`src/rtl/lcd_bus_sched.sv`:
```
// HD44780-style LCD bus sequencer: passes init-sequencer commands through with an E strobe,
// then round-robin arbitrates two byte-write requesters and times each setup/E/hold/exec cycle.
module lcd_bus_sched #(
    parameter int T_SETUP = 2,
    parameter int T_EHIGH = 25,
    parameter int T_HOLD  = 2,
    parameter int T_EXEC  = 2500,
    parameter int T_CLEAR = 82000,
    parameter int CW      = 17
) (
    input  logic       CLK,
    input  logic       Reset,
    input  logic       Init_Done,
    input  logic [7:0] Init_Dato,
    input  logic       Req0,
    input  logic       Rs0,
    input  logic [7:0] Data0,
    output logic       Ack0,
    input  logic       Req1,
    input  logic       Rs1,
    input  logic [7:0] Data1,
    output logic       Ack1,
    output logic       Busy,
    output logic [7:0] LCD_Data,
    output logic       LCD_RS,
    output logic       LCD_RW,
    output logic       LCD_E
);

    typedef enum logic [2:0] {
        S_WAIT_INIT,
        S_IDLE,
        S_SETUP,
        S_E_HIGH,
        S_HOLD,
        S_EXEC
    } state_t;

    state_t          r_state;
    logic [CW-1:0]   r_timer;
    logic [7:0]      r_prev_init;
    logic            r_last;
    logic            r_init_path;

    logic            w_init_new;
    logic            w_grant0;
    logic            w_grant1;
    logic            w_is_clear;
    logic [CW-1:0]   w_phase_last;
    logic            w_timer_done;

    assign LCD_RW = 1'b0;

    always_comb begin
        w_init_new = (Init_Dato != r_prev_init) && (Init_Dato != 8'h00);
        // On a tie the requester that was not served last wins.
        w_grant0   = Req0 && (!Req1 || r_last);
        w_grant1   = Req1 && (!Req0 || !r_last);
        w_is_clear = !LCD_RS && ((LCD_Data == 8'h01) || (LCD_Data == 8'h02) || (LCD_Data == 8'h03));
        case (r_state)
            S_SETUP:  w_phase_last = CW'(T_SETUP - 1);
            S_E_HIGH: w_phase_last = CW'(T_EHIGH - 1);
            S_HOLD:   w_phase_last = CW'(T_HOLD - 1);
            S_EXEC:   w_phase_last = w_is_clear ? CW'(T_CLEAR - 1) : CW'(T_EXEC - 1);
            default:  w_phase_last = '0;
        endcase
        w_timer_done = (r_timer == w_phase_last);
    end

    always_ff @(posedge CLK) begin
        if (Reset) begin
            r_state     <= S_WAIT_INIT;
            r_timer     <= '0;
            r_prev_init <= 8'h00;
            r_last      <= 1'b1;
            r_init_path <= 1'b0;
            LCD_Data    <= 8'h00;
            LCD_RS      <= 1'b0;
            LCD_E       <= 1'b0;
            Ack0        <= 1'b0;
            Ack1        <= 1'b0;
            Busy        <= 1'b1;
        end else begin
            Ack0    <= 1'b0;
            Ack1    <= 1'b0;
            r_timer <= r_timer + 1'b1;
            if (r_state == S_WAIT_INIT) begin
                LCD_E    <= 1'b0;
                LCD_RS   <= 1'b0;
                LCD_Data <= Init_Dato;
                if (w_init_new) begin
                    r_prev_init <= Init_Dato;
                    r_init_path <= 1'b1;
                    r_state     <= S_SETUP;
                    r_timer     <= '0;
                end else if (Init_Done) begin
                    r_state <= S_IDLE;
                    r_timer <= '0;
                    Busy    <= 1'b0;
                end
            end else if (!r_init_path && !Init_Done) begin
                // Init sequencer restarted: abandon any write without acking.
                r_state  <= S_WAIT_INIT;
                r_timer  <= '0;
                LCD_E    <= 1'b0;
                LCD_RS   <= 1'b0;
                LCD_Data <= Init_Dato;
                Busy     <= 1'b1;
            end else begin
                case (r_state)
                    S_IDLE: begin
                        if (w_grant0) begin
                            LCD_Data <= Data0;
                            LCD_RS   <= Rs0;
                            r_last   <= 1'b0;
                            Ack0     <= 1'b1;
                            r_state  <= S_SETUP;
                            r_timer  <= '0;
                            Busy     <= 1'b1;
                        end else if (w_grant1) begin
                            LCD_Data <= Data1;
                            LCD_RS   <= Rs1;
                            r_last   <= 1'b1;
                            Ack1     <= 1'b1;
                            r_state  <= S_SETUP;
                            r_timer  <= '0;
                            Busy     <= 1'b1;
                        end
                    end
                    S_SETUP: begin
                        if (w_timer_done) begin
                            r_state <= S_E_HIGH;
                            r_timer <= '0;
                            LCD_E   <= 1'b1;
                        end
                    end
                    S_E_HIGH: begin
                        if (w_timer_done) begin
                            r_state <= S_HOLD;
                            r_timer <= '0;
                            LCD_E   <= 1'b0;
                        end
                    end
                    S_HOLD: begin
                        if (w_timer_done) begin
                            r_timer <= '0;
                            // Init commands get no exec wait; the sequencer spaces them itself.
                            if (r_init_path) begin
                                r_init_path <= 1'b0;
                                r_state     <= S_WAIT_INIT;
                            end else begin
                                r_state <= S_EXEC;
                            end
                        end
                    end
                    S_EXEC: begin
                        if (w_timer_done) begin
                            r_state <= S_IDLE;
                            r_timer <= '0;
                            Busy    <= 1'b0;
                        end
                    end
                    default: begin
                        r_state <= S_WAIT_INIT;
                        r_timer <= '0;
                        LCD_E   <= 1'b0;
                        Busy    <= 1'b1;
                    end
                endcase
            end
        end
    end

endmodule

```
`config.mk`:
```
export PLATFORM = sky130hd
export DESIGN_NAME = lcd_bus_sched
export DESIGN_NICKNAME = d
export VERILOG_FILES = /design/src/rtl/lcd_bus_sched.sv
export SDC_FILE = /design/constraint.sdc
export NUM_CORES = 1
export LEC_CHECK = 0
export ABC_AREA = 1
export ABC_CLOCK_PERIOD_IN_PS = 1800
export BUFFER_PORTS_ARGS = -buffer_cell sky130_fd_sc_hd__buf_2
export CAP_MARGIN = 20
export CORE_MARGIN = 2
export CORE_UTILIZATION = 45
export CTS_CLUSTER_DIAMETER = 60
export DETAILED_ROUTE_END_ITERATION = 7
export PLACE_DENSITY = 0.74
export SYNTH_ARGS = -nofsm -noshare
export SYNTH_HDL_FRONTEND = slang
export SYNTH_SLANG_ARGS = --single-unit
```
`constraint.sdc`:
```
create_clock -name CLK -period 1.8 [get_ports CLK]
set_clock_uncertainty 0.05 [all_clocks]
set_input_delay 0.27 -clock CLK [delete_from_list [all_inputs] [get_ports CLK]]
set_output_delay 0.27 -clock CLK [all_outputs]
set_load 0.03 [all_outputs]
```
==> reports/results.ini <==
[status]
outcome=finished, violations left
violations=negative setup slack

[timing]
fmax_mhz=507.9
setup_slack_ns=-0.1687
rsz0062_at_grt=true
fin_crit_ns=1.969
setup_tns_ns=-2.299
timing.final.max_slew_violations=0
setup_viol=23
min_period_over_period_pct=109.4
hold_viol=0

[setup_path]
rr_endpoint=r_state[2]
r2r_slack_ns=-0.17
crit_start=r_state[1]
start_kind=flip-flop
crit_end=r_state[2]
required_ns=1.93
r2r-start=r_state[1]
worstSetupEndpointType=flip-flop
critPathMaxFanout=7
reg2reg_depth=15
crit_arrival_ns=2.10
worstSetupPathType=reg2reg

[final_layout]
n_antenna_cell=0
final_cell_area_mm2=0.003615
fin_util_pct=70.33
final_common_cell=nand2_1
mostFrequentLayoutCells=nand2_1, buf_4, nor2_1
finalNetCount=514
drive_gt1_share_pct=38.17
area_growth_pct=49.23

[logic_synthesis]
syn_nets=400
synth_top_family_by_area=simple AND/OR/NAND/NOR gates
synth_seq_cells=43
synth-xor-area-share_pct=5.424
yosysUniqueCellTypes=38
synthAdderAreaFrac_pct=1.033
synth_edf_count=0
avgSynthCellArea_um2=6.600
ys.warnings.count=0
synth_ff_type=dfxtp_1
synth-simple-area-share_pct=38.43
synth_compound_area_share_pct=11.00
ys_seq_area_share_pct=35.54
synth_area_mm2=0.002422
async_reset_ff_share_pct=0
syn_inst=367
synthMuxAreaShare_pct=0

[routing]
routed_via_density=4.884
drc=0
wl_um=7063
drt_pre_antenna_iters=4
vias=2696
ant_nets=0
route.met2.wl_um=3472
met1Wirelength_um=3192
drt_iter0_markers=140
wire_per_inst_um=12.80
met3_length_um=293
highest_layer=met4

[placed_design]
io_buffers=43
place_worst_setup_slack_ns=-0.1789
dpl_cell_area_mm2=0.003214
place_congestion=0.8819
place_hpwl_um=4900

[grt]
grt_max_degree=19
grt_pass1_wl_um=11130
grt_pass1_vias=2523
antenna_found_initial=0
grt_use_total_pct=22.63
grt_overflow_total=0

[pwr]
vdd_ir_drop_max_mv=1.000
power_density_mw_per_mm2=1296
finalPower_mw=4.684
leakagePower_nw=1.725

[floorplanning]
fp.dieW_um=77.37
coreArea_mm2=0.005140
initial_core_util_pct=47.13
ioPinCount=45
die_h_um=77.37
die_area_mm2=0.005986
rows=26

[clock_tree]
clockRootBuffer=clkbuf_8
tritoncts=built
max-clock-path-buffers=2
ctsHtreeMaxLevel=2
cts_sinks=43
worst_skew_pair.late_latency_ns=0.30
cts-buffers-inserted=5
clk_pin_slew_ns=0.09

[job]
drv_cap=0

[worst_hold_path]
hp-class=in2reg

## state kept, by name (all words and copies together) (netlist names)
register,cells
LCD_RS,1
r_timer,17
r_state,3
r_prev_init,8
r_init_path,1
Busy,1
LCD_Data,8
LCD_E,1
Ack1,1
Ack0,1
r_last,1
## cell type report
type | count | area [µm²]
sequential | 43 | 885.9
tap | 70 | 87.58
multi-input combinational | 272 | 1541
timing repair buffer | 113 | 793.3
fill | 418 | 1525
inverter | 46 | 178.9
clock buffer | 7 | 97.59
clock inverter | 1 | 30.03
## repair_timing
action / CTS / global route
resized for setup: 10 / 53
endpoints found under the hold margin: 0 / 0
hold buffers: 0 / 0
setup buffers: 2 / 3
endpoints found under the setup margin: 22 / 32
pin swaps: 13 / 13
cloned: 0 / 1
## where the power goes
group	switching, mW	total [mW]	internal (mW)
Sequential	0.169	1.33	1.16
Clock	0.341	0.840	0.499
Combinational	1.39	2.51	1.12
## per-stage QoR
| step | hold slack [ns] | cells |
|---|---|---|
| 6_report | 0.1910 | 552 |
| 5_1_grt | 0.2005 | 552 |
| 4_1_cts | 0.1897 | 548 |
| 3_5_place_dp | 0.4051 | 538 |
| 3_3_place_gp | 0.3929 | 538 |
| 2_1_floorplan | 0.3756 | 367 |
## synth_stat cells, types with 4 or more instances
master,instances,share of area (%)
xnor2_1,6,2.2
clkbuf_1,4,0.62
nand2_1,105,16
a21oi_1,16,3.3
dfxtp_1,43,36
a31oi_1,8,2.1
inv_1,41,6.4
nor3_1,10,2.1
nor2_1,48,7.4
nor2_2,8,2.1
nand3_1,17,3.5
xor2_1,9,3.3
o21ai_0,12,2.5
## critical path, stage by stage, from the launching register on
cell	delay, ns
dfxtp_4	0.37
buf_6	0.13
nor2_4	0.09
nand2_2	0.08
nand4_1	0.12
nand2_1	0.08
nor2_1	0.10
nand2_1	0.06
nor2_2	0.15
nand2_4	0.12
nand2_2	0.10
nand3_2	0.10
nor2_4	0.13
nand2_1	0.08
nand2_1	0.07
nor2_1	0.05
## worst min-delay path by stage
stage | cells past startpoint | slack (ns) | start | endpoint
floorplan | 2 | 0.38 | Init_Dato[2] | LCD_Data[2]
global placement | 2 | 0.39 | r_prev_init[4] | r_prev_init[4]
detailed placement | 2 | 0.41 | r_prev_init[3] | r_prev_init[3]
CTS | 3 | 0.19 | Req1 | Ack1
global route | 3 | 0.20 | Rs0 | LCD_RS
finish | 3 | 0.19 | Req1 | Ack1
## layer usage
layer	track usage (%)	up-vias
met5	0	-
met4	5.000	0
met3	3.721	12
met2	39.48	59
met1	29.39	1218
li1	-	1407
## cells by family (layout without fill, tap and decap cells)
kind of cell / after synthesis / after routing
AOI/OAI and AO/OA: 45 / 45
adders and majority gates: 2 / 2
buffers and inverters: 52 / 167
xor gates and xnor gates: 15 / 15
other: 1 / 1
DFF: 43 / 43
and+or+nand+nor: 209 / 209
No activity file was read; power rests on OpenSTA's default activity.
